===== src/rtl/quadra_pkg.sv =====
`default_nettype none
// ============================================================================
//  Module      : quadra_pkg
//  Description : Shared widths, coefficient types and loader state encoding
//                for the quadratic-evaluator coefficient loader.
//  Revision    : 1.0  initial release
// ============================================================================
package quadra_pkg;

    // Default geometry. The top exposes these as overridable parameters.
    localparam int DEF_X1_W   = 6;
    localparam int DEF_A_W    = 16;
    localparam int DEF_B_W    = 16;
    localparam int DEF_C_W    = 24;
    localparam int DEF_WORD_W = 32;

    typedef logic [DEF_A_W-1:0]  coef_a_t;
    typedef logic [DEF_B_W-1:0]  coef_b_t;
    typedef logic [DEF_C_W-1:0]  coef_c_t;
    typedef logic [DEF_X1_W-1:0] seg_t;

    // Loader session states.
    typedef enum logic [2:0] {
        ST_IDLE = 3'd0,
        ST_LD_A = 3'd1,
        ST_LD_B = 3'd2,
        ST_LD_C = 3'd3,
        ST_CHK  = 3'd4
    } ld_state_e;

    // Which coefficient field of a table entry a write targets.
    typedef enum logic [1:0] {
        FLD_A = 2'd0,
        FLD_B = 2'd1,
        FLD_C = 2'd2
    } field_e;

endpackage
`default_nettype wire


===== src/rtl/coef_table.sv =====
`default_nettype none
// ============================================================================
//  Module      : coef_table
//  Description : N x (a,b,c) coefficient register array. One write port that
//                updates a single field of one entry per cycle, and one fully
//                combinational read port. Storage is intentionally not reset.
//  Ports       : clk                       clock
//                wr_en/wr_field/wr_seg     write strobe, field select, entry
//                wr_a/wr_b/wr_c            write data per field
//                rd_x1                     read entry index
//                rd_a/rd_b/rd_c            read data (combinational)
//  Revision    : 1.0  initial release
// ============================================================================
module coef_table
    import quadra_pkg::*;
#(
    parameter int X1_W = DEF_X1_W,
    parameter int A_W  = DEF_A_W,
    parameter int B_W  = DEF_B_W,
    parameter int C_W  = DEF_C_W
) (
    input  logic            clk,
    input  logic            wr_en,
    input  field_e          wr_field,
    input  logic [X1_W-1:0] wr_seg,
    input  logic [A_W-1:0]  wr_a,
    input  logic [B_W-1:0]  wr_b,
    input  logic [C_W-1:0]  wr_c,
    input  logic [X1_W-1:0] rd_x1,
    output logic [A_W-1:0]  rd_a,
    output logic [B_W-1:0]  rd_b,
    output logic [C_W-1:0]  rd_c
);

    localparam int N = 2 ** X1_W;

    logic [A_W-1:0] a_mem [N];
    logic [B_W-1:0] b_mem [N];
    logic [C_W-1:0] c_mem [N];

    always_ff @(posedge clk) begin
        if (wr_en) begin
            case (wr_field)
                FLD_A:   a_mem[wr_seg] <= wr_a;
                FLD_B:   b_mem[wr_seg] <= wr_b;
                FLD_C:   c_mem[wr_seg] <= wr_c;
                default: ;
            endcase
        end
    end

    assign rd_a = a_mem[rd_x1];
    assign rd_b = b_mem[rd_x1];
    assign rd_c = c_mem[rd_x1];

endmodule
`default_nettype wire


===== src/rtl/quadra_coef_loader.sv =====
`default_nettype none
// ============================================================================
//  Module      : quadra_coef_loader
//  Description : Writer side of the quadratic-evaluator coefficient table.
//                Accepts a valid/ready word stream of N (a,b,c) triples
//                followed by an XOR checksum word, fills the table and raises
//                table_valid only when the checksum matches.
//  Ports       : clk, rst_n                clock, async active-low reset
//                start, abort              session control
//                in_valid/in_ready/in_data word stream
//                busy, done, err           session status
//                table_valid               table holds a verified set
//                rd_x1 -> rd_a/rd_b/rd_c   combinational table read
//  Revision    : 1.0  initial release
// ============================================================================
module quadra_coef_loader
    import quadra_pkg::*;
#(
    parameter int X1_W   = DEF_X1_W,
    parameter int A_W    = DEF_A_W,
    parameter int B_W    = DEF_B_W,
    parameter int C_W    = DEF_C_W,
    parameter int WORD_W = DEF_WORD_W
) (
    input  logic              clk,
    input  logic              rst_n,
    input  logic              start,
    input  logic              abort,
    input  logic              in_valid,
    output logic              in_ready,
    input  logic [WORD_W-1:0] in_data,
    output logic              busy,
    output logic              done,
    output logic              err,
    output logic              table_valid,
    input  logic [X1_W-1:0]   rd_x1,
    output logic [A_W-1:0]    rd_a,
    output logic [B_W-1:0]    rd_b,
    output logic [C_W-1:0]    rd_c
);

    localparam int MAX_COEF_W = (A_W > B_W) ? ((A_W > C_W) ? A_W : C_W)
                                            : ((B_W > C_W) ? B_W : C_W);
    localparam logic [X1_W-1:0] SEG_LAST = '1;

    generate
        if (WORD_W < MAX_COEF_W) begin : g_word_w_check
            $error("quadra_coef_loader: WORD_W narrower than widest coefficient");
        end
    endgenerate

    ld_state_e         state_q,       state_d;
    logic [X1_W-1:0]   seg_cnt_q,     seg_cnt_d;
    logic [WORD_W-1:0] chk_q,         chk_d;
    logic              err_q,         err_d;
    logic              done_q,        done_d;
    logic              table_valid_q, table_valid_d;

    logic   wr_en;
    field_e wr_field;
    logic   xfer;

    // Every non-IDLE state consumes exactly one word per transfer, so ready
    // is simply "session active".
    assign in_ready = (state_q != ST_IDLE);
    assign busy     = (state_q != ST_IDLE);
    assign xfer     = in_valid & in_ready;

    always_comb begin
        state_d       = state_q;
        seg_cnt_d     = seg_cnt_q;
        chk_d         = chk_q;
        err_d         = err_q;
        done_d        = 1'b0;
        table_valid_d = table_valid_q;
        wr_en         = 1'b0;
        wr_field      = FLD_A;

        if (abort && state_q != ST_IDLE) begin
            // Abort wins over any transfer in the same cycle: nothing written.
            state_d       = ST_IDLE;
            table_valid_d = 1'b0;
        end else begin
            case (state_q)
                ST_IDLE: begin
                    if (start && !abort) begin
                        state_d       = ST_LD_A;
                        seg_cnt_d     = '0;
                        chk_d         = '0;
                        err_d         = 1'b0;
                        table_valid_d = 1'b0;
                    end
                end
                ST_LD_A: begin
                    if (xfer) begin
                        wr_en    = 1'b1;
                        wr_field = FLD_A;
                        chk_d    = chk_q ^ in_data;
                        state_d  = ST_LD_B;
                    end
                end
                ST_LD_B: begin
                    if (xfer) begin
                        wr_en    = 1'b1;
                        wr_field = FLD_B;
                        chk_d    = chk_q ^ in_data;
                        state_d  = ST_LD_C;
                    end
                end
                ST_LD_C: begin
                    if (xfer) begin
                        wr_en    = 1'b1;
                        wr_field = FLD_C;
                        chk_d    = chk_q ^ in_data;
                        if (seg_cnt_q == SEG_LAST) begin
                            state_d = ST_CHK;
                        end else begin
                            seg_cnt_d = seg_cnt_q + 1'b1;
                            state_d   = ST_LD_A;
                        end
                    end
                end
                ST_CHK: begin
                    if (xfer) begin
                        state_d = ST_IDLE;
                        if (chk_q == in_data) begin
                            table_valid_d = 1'b1;
                            done_d        = 1'b1;
                        end else begin
                            err_d         = 1'b1;
                            table_valid_d = 1'b0;
                        end
                    end
                end
                default: begin
                    state_d = ST_IDLE;
                end
            endcase
        end
    end

    always_ff @(posedge clk or negedge rst_n) begin
        if (!rst_n) begin
            state_q       <= ST_IDLE;
            seg_cnt_q     <= '0;
            chk_q         <= '0;
            err_q         <= 1'b0;
            done_q        <= 1'b0;
            table_valid_q <= 1'b0;
        end else begin
            state_q       <= state_d;
            seg_cnt_q     <= seg_cnt_d;
            chk_q         <= chk_d;
            err_q         <= err_d;
            done_q        <= done_d;
            table_valid_q <= table_valid_d;
        end
    end

    assign done        = done_q;
    assign err         = err_q;
    assign table_valid = table_valid_q;

    coef_table #(
        .X1_W (X1_W),
        .A_W  (A_W),
        .B_W  (B_W),
        .C_W  (C_W)
    ) u_coef_table (
        .clk      (clk),
        .wr_en    (wr_en),
        .wr_field (wr_field),
        .wr_seg   (seg_cnt_q),
        .wr_a     (in_data[A_W-1:0]),
        .wr_b     (in_data[B_W-1:0]),
        .wr_c     (in_data[C_W-1:0]),
        .rd_x1    (rd_x1),
        .rd_a     (rd_a),
        .rd_b     (rd_b),
        .rd_c     (rd_c)
    );

endmodule
`default_nettype wire


===== config.mk =====
export PLATFORM = sky130hd
export DESIGN_NAME = quadra_coef_loader
export DESIGN_NICKNAME = d
export VERILOG_FILES = /design/src/rtl/quadra_pkg.sv /design/src/rtl/coef_table.sv /design/src/rtl/quadra_coef_loader.sv
export SDC_FILE = /design/constraint.sdc
export NUM_CORES = 2
export LEC_CHECK = 0
export CAP_MARGIN = 20
export CORE_MARGIN = 2
export CORE_UTILIZATION = 42
export CTS_CLUSTER_DIAMETER = 120
export DETAILED_ROUTE_END_ITERATION = 16
export GPL_TIMING_DRIVEN = 0
export PLACE_DENSITY = 0.61
export SLEW_MARGIN = 20
export SYNTH_ARGS = -nofsm -noshare
export SYNTH_HDL_FRONTEND = slang
export SYNTH_SLANG_ARGS = --single-unit
export TNS_END_PERCENT = 10

===== constraint.sdc =====
create_clock -name clk -period 3.7 [get_ports clk]
set_input_delay 0.37 -clock clk [delete_from_list [all_inputs] [get_ports clk]]
set_output_delay 0.37 -clock clk [all_outputs]
set_load 0.01 [all_outputs]

=== Yosys cells after proc, flatten, opt, wreduce, memory -nomap -nowiden ===
Memory sizes are Yosys's and may differ from the RTL's.
Index checks and enable logic that the tools add are counted.

* Bits in registers: 44
* Memory bits (writable): 3,584
* Bits of input ports: 43
* Output and inout bits: 61
* Word-level logic and storage cells: 90
* Memories: 3

* Add/subtract/negate cells: 1
* Equality and inequality tests: 19
* Multiplexer cells: 42
* Bitwise operators: 3
* Reduce and logical (&&, ||, !) cells: 16

{| class="wikitable"
|+ Memories
! name !! words !! bits a word !! rd ports !! clocked after memory_dff !! write ports !! RTL line !! RTL
|-
| u_coef_table.c_mem || 64 || 24 || 1 || 0 || 1 || coef_table.sv:39 || <nowiki>logic [C_W-1:0] c_mem [N];</nowiki>
|-
| u_coef_table.a_mem || 64 || 16 || 1 || 0 || 1 || coef_table.sv:37 || <nowiki>logic [A_W-1:0] a_mem [N];</nowiki>
|-
| u_coef_table.b_mem || 64 || 16 || 1 || 0 || 1 || coef_table.sv:38 || <nowiki>logic [B_W-1:0] b_mem [N];</nowiki>
|}

{| class="wikitable"
|+ Operators with widths
! kind !! count
|-
| 32-bit 2-to-1 mux || 2
|-
| 32-bit one-hot mux with 2 select lines || 1
|-
| 32-bit == test || 1
|-
| 32-bit XOR || 1
|-
| 1-bit 2-to-1 mux || 22
|-
| 3-bit 2-to-1 mux || 7
|-
| 6-bit 2-to-1 mux || 3
|-
| 3-bit inequality test, second input constant || 5
|-
| 3-bit one-hot mux with 5 select lines || 1
|-
| 5-bit AND reduction || 3
|-
| 6-bit one-hot mux with 2 select lines || 1
|-
| 2-bit inequality test, second input constant || 5
|-
| 6-bit by 1-bit adder with 6-bit output, second input constant || 1
|-
| 3-bit by 2-bit == test with 1-bit output, second input constant || 2
|-
| 6-bit == test, second input constant || 1
|-
| 2-bit nonzero test || 3
|-
| 3-bit nonzero test || 2
|-
| 2-bit 2-to-1 mux || 2
|-
| 1-bit one-hot mux with 2 select lines || 2
|-
| 2-bit one-hot mux with 2 select lines || 1
|-
| 4-bit AND reduction || 1
|-
| 3-bit by 1-bit == test with 1-bit output, second input constant || 1
|-
| 3-bit == test, second input constant || 1
|-
| 3-bit zero test || 1
|-
| other kinds (10) || 11
|}

=== Depth between registers and ports, before layout ===
* Word-level depth: 9
* Mapped depth: 10
* Mapped depth without buffers: 5

=== Cells and area by module ===
From an unflattened synthesis, not the netlist that was laid out.

* Cells, all modules: 6,161
* Area total of the unflattened synthesis: 138,332.7 um2

{| class="wikitable"
|+ Modules (own cells, without submodules)
! module !! instances !! cells an instance !! area an instance (um2) !! sequential area each (um2)
|-
| coef_table || 1 || 5,868 || 135,855.3 || 107,623.2
|-
| quadra_coef_loader || 1 || 293 || 2,477.4 || 1,101.1
|}

=== Least setup slack after synthesis ===
Ideal clock, no wire load.

* Path kind: reg2reg
* From: register state_q[1]
* To: memory u_coef_table.c_mem[10][0] (netlist name), enable pin
* Library setup time: 0.405 ns
* Arrival time: 2.374 ns
* Data required time: 3.295 ns
* Path slack: 0.921 ns
* Cell stages (with the launch flop): 7
* Buffers on the path: 2
* Clock period less this slack: 2.779 ns
* Path through: dfrtp_1 > clkbuf_1 > nand2b_1 > nor2_1 > nand2_1 > clkbuf_1 > nor2_1

* Longest elaborated chain between the ends: 9
* Elaborated cells on any way between the ends: 18
* Those cells by class: eq/ne (4); mux (10); bitwise (1); reduce/logical (3)

{| class="wikitable"
|+ RTL lines
! what !! RTL line !! RTL
|-
| from (decl) || quadra_coef_loader.sv:52 || <nowiki>ld_state_e state_q, state_d;</nowiki>
|-
| from (signal assigned) || quadra_coef_loader.sv:151 || <nowiki>state_q <= state_d;</nowiki>
|-
| 3-bit nonzero test || quadra_coef_loader.sv:65, quadra_coef_loader.sv:79 ||
|-
| 1-bit AND || quadra_coef_loader.sv:67 || <nowiki>assign xfer = in_valid & in_ready;</nowiki>
|-
| 1-bit 2-to-1 mux / 2-bit 2-to-1 mux (equally long branches) || quadra_coef_loader.sv:95, quadra_coef_loader.sv:103, quadra_coef_loader.sv:111 ||
|-
| 2-bit one-hot mux with 2 select lines || quadra_coef_loader.sv:84 || <nowiki>case (state_q)</nowiki>
|-
| 2-bit 2-to-1 mux || quadra_coef_loader.sv:79 || <nowiki>if (abort && state_q != ST_IDLE) begin</nowiki>
|-
| 2-bit == test || coef_table.sv:43 || <nowiki>case (wr_field)</nowiki>
|-
| 1-bit 2-to-1 mux || coef_table.sv:43 ||
|-
| 1-bit 2-to-1 mux (*) || coef_table.sv:42 || <nowiki>if (wr_en) begin</nowiki>
|-
| 1-bit 2-to-1 mux (implied by the code) (*) || coef_table.sv:46 || <nowiki>FLD_C: c_mem[wr_seg] <= wr_c;</nowiki>
|-
| to (decl) || coef_table.sv:39 ||
|}

Every way passes the cells marked *; elsewhere a longest branch is shown, timed or not.

=== Worst setup path after layout ===
* From: input port rd_x1[0]
* To: output port rd_c[5]

* Longest elaborated chain between the ends: 1

{| class="wikitable"
|+ RTL lines
! what !! RTL line !! RTL
|-
| from (decl) || quadra_coef_loader.sv:36 || <nowiki>input logic [X1_W-1:0] rd_x1,</nowiki>
|-
| memory 64 x 24 bit || -- ||
|-
| to (decl) || quadra_coef_loader.sv:39 || <nowiki>output logic [C_W-1:0] rd_c</nowiki>
|}

No other way between the ends.

==> impl_metrics.toml <==
[cells_and_area]
final_area_um2 = 167000
nets = 7116
layout-drive-gt1-share_pct = 32.53
area_growth_pct = 19.80
num-fill-cells = 25570
final_core_util_pct = 50.56
fin_cells = 11740

[setup_path]
r2r-start = "state_q[1]"
start_kind = "input pin"
crit_fanout = 10
end_kind = "output port"
slowest_stage = "nor3_1"
crit_type = "in -> out"
rrSetupSlack_ns = 0.05
crit_top_cell = "buf_6"
crit_path_max_incr_delay_ns = 0.62
critical_path.top_delay_family = "buffers and inverters"
r2r_end = "u_coef_table.c_mem[43][14]"
ff2ff_path_depth = 7
setup.worst_path.start = "rd_x1[0]"
critical_path_required_ns = 3.33
cp.depth = 9
crit_end = "rd_c[5]"
crit_buf_inv = 5
critPathArrivalTime_ns = 3.54
crit_chain = "buf_6 -> buf_6 -> buf_8 -> nand2b_1 -> clkbuf_8 -> o22ai_1 -> nor3_1 -> o211a_1 -> clkdlybuf4s50_1"

[route]
ant_nets = 0
first_pass_iters = 6
num_vias = 75190
wl_um = 482300
drtIter0Drc = 12270
drc_errors = 0
wl_per_cell_um = 41.08
viasPerCell = 6.404

[power]
total_leakage_power_nw = 52.07
switching_share_pct = 22.97
ir_worst_vdd_uv = 412.5
finalPower_mw = 88.56
p_int_mw = 68.21
p_switching_mw = 20.34
clkPwrFrac_pct = 41.2
p_per_area_nw_per_um2 = 530.4
p_seq_share_pct = 51.4
combPwrFrac_pct = 7.4

[logic_synthesis]
synth_area_um2 = 139400
ys_seq_area_share_pct = 78.00
synth-compound-area-share_pct = 2.925
synth_nets = 6393
netlist_top_cells_area = "edfxtp_1, mux4_2, mux2i_1"
yosys-top-cells-count = "edfxtp_1, mux4_2, nor2_1, mux2i_1, nand2_1"
async_flop_share_pct = 1.213
yosys.area_share.simple_pct = 1.807
synth_edf_count = 3584
synth_top_area_cell = "edfxtp_1"
ys_types = 60
synth-xor-area-share_pct = 0.2074
yosysMostFrequentCell = "edfxtp_1"
yosys-mux-area-fraction_pct = 15.69
ys_ff_latch = 3628
synth_top_flop_cell = "edfxtp_1"
synth_warnings = 0
synth.avg_cell_area_um2 = 21.95
syn-instance-count = 6349
yosys.area.top_type_share_pct = 77.21
synth_fa_ha_area_share_pct = 0.008977
synth_top_family_by_area = "multiplexers"

[place]
placed_cell_area_um2 = 152800
pre_cts_slack_ns = -2.232
dp_hpwl_um = 326500
gp_congestion = 0.9664
dp.cells = 11040
portBuffers = 99

[clock_tree]
numCtsBuffers = 365
clock_sinks = 3628
clock_latency_ns = 0.94
cts_root_buf = "clkbuf_16"
h-tree-depth = 5
path_clk_slew_ns = 0.06
cts_tree = "done"
cts.path.max_buffers = 4

[global_route]
grt_max_degree = 138
first_global_vias = 72870
track_usage_pct = 28.22
antenna_found_initial = 27
grt_first_pass_wirelength_um = 636700
grt_overflow = 0

[floorplan]
die_w_um = 580.1
core_area_um2 = 330300
rows = 211
dieHeight_um = 580.1
die-area_um2 = 336500
io_pins = 104
start_util_pct = 42.20

[sta]
grt_setup_unrepaired = "true"
worst_pin_slew_ns = 1.143
relSlewSlack_pct = 23.78
layout_min_cycle_time_ns = 3.907
whs_ns = 0.08913
hold_viol = 0
setup_viol = 32
period_share_pct = 105.6
maxSlewViolCount = 0
fin_setup_tns_ns = -2.280
fin_ws_ns = -0.2071
max_freq_ghz = 0.2559
skew_ns = 0.04881

[outcome]
violations = "negative setup slack"
status = "finished with violations"

[min_path]
hold_path_class = "in -> reg"
hp-start = "in_data[1]"

[job]
cap_violations = 0
-- state kept, by name, indices dropped and copies added, names as in the netlist --
| name | cells |
|---|---|
| err | 1 |
| u_coef_table.c_mem | 1536 |
| seg_cnt_q | 6 |
| chk_q | 32 |
| done | 1 |
| u_coef_table.a_mem | 1024 |
| u_coef_table.b_mem | 1024 |
| table_valid | 1 |
| state_q | 3 |
-- cells in the final DEF (no fill, tap or decap), drive strengths merged, types with 58 or more instances in the layout --
cell type	Yosys	final
clkdlybuf4s50	0	66
mux2	58	58
o22ai	129	129
clkinv	0	141
clkbuf	145	601
nand2	157	157
buf	228	483
edfxtp	3584	3584
a221oi	96	96
mux2i	193	193
o21ai	152	152
nor2	316	316
mux4	856	856
a21oi	98	98
-- worst min path at each step --
stage,endpoint,slack [ns],depth (start not counted)
4_1_cts,u_coef_table.a_mem[58][1],0.05,2
2_1_floorplan,chk_q[0],0.07,0
3_5_place_dp,done,0.33,1
6_report,u_coef_table.a_mem[58][1],0.09,2
3_3_place_gp,table_valid,0.49,2
5_1_grt,u_coef_table.a_mem[58][1],0.06,2
-- power by group through the flow --
stage	combinational, mW	sequential [mW]	clock (mW)
after detailed placement	6.04	46.4	0
final	6.59	45.5	36.4
after global placement	5.63	46.7	0
after global routing	6.71	45.5	38.2
after floorplan	2.73	46.4	0
after CTS	6.39	45.5	36.6
-- logic make-up (layout without fill, tap and decap cells) --
kind of cell,after synthesis,in the layout
xor gates and xnor gates,33,33
AOI/OAI and AO/OA,614,614
DFF,3628,3628
adders and majority gates,1,1
buffers and inverters,377,1388
muxes,1107,1107
other,0,16
and+or+nand+nor,589,589
-- area by class of cell --
| cell class | count | area [um^2] | share of cell area [%] |
|---|---|---|---|
| Multi-Input combinational cell | 2344 | 31410 | 18.81 |
| Tap cell | 4366 | 5463 | 3.272 |
| Antenna cell | 16 | 40.04 | 0.02398 |
| Buffer | 370 | 3098 | 1.855 |
| Sequential cell | 3628 | 108700 | 65.11 |
| Clock inverter | 201 | 1966 | 1.177 |
| Inverter | 4 | 17.52 | 0.01049 |
| Timing Repair Buffer | 359 | 6726 | 4.028 |
| Clock buffer | 454 | 9530 | 5.708 |
-- per-layer routing --
layer / global-route usage [%] / wire [um] / up-vias
met1: 36.22 / 170500 / 40260
met5: 0 / 133 / -
met4: 15.41 / 31620 / 10
met3: 8.152 / 59460 / 1121
li1: - / - / 28320
met2: 43.44 / 220500 / 5478
-- worst register-to-register path, cell delays in order (launching register included) --
cell,delay [ns]
dfrtp_1,0.32
clkbuf_1,0.32
nand2b_1,0.17
nor2_1,0.45
nand2_2,0.49
clkbuf_2,0.61
nor2_4,0.71
buf_16,0.25
-- repair_timing --
item                                   CTS  global route
hold buffers                            25             0
pin swaps                               16            13
buffers inserted                         7             2
gates resized for setup                632            90
setup endpoints to repair              583           126
endpoints found under the hold margin  928             0
Power figures use the tool's default switching activity.
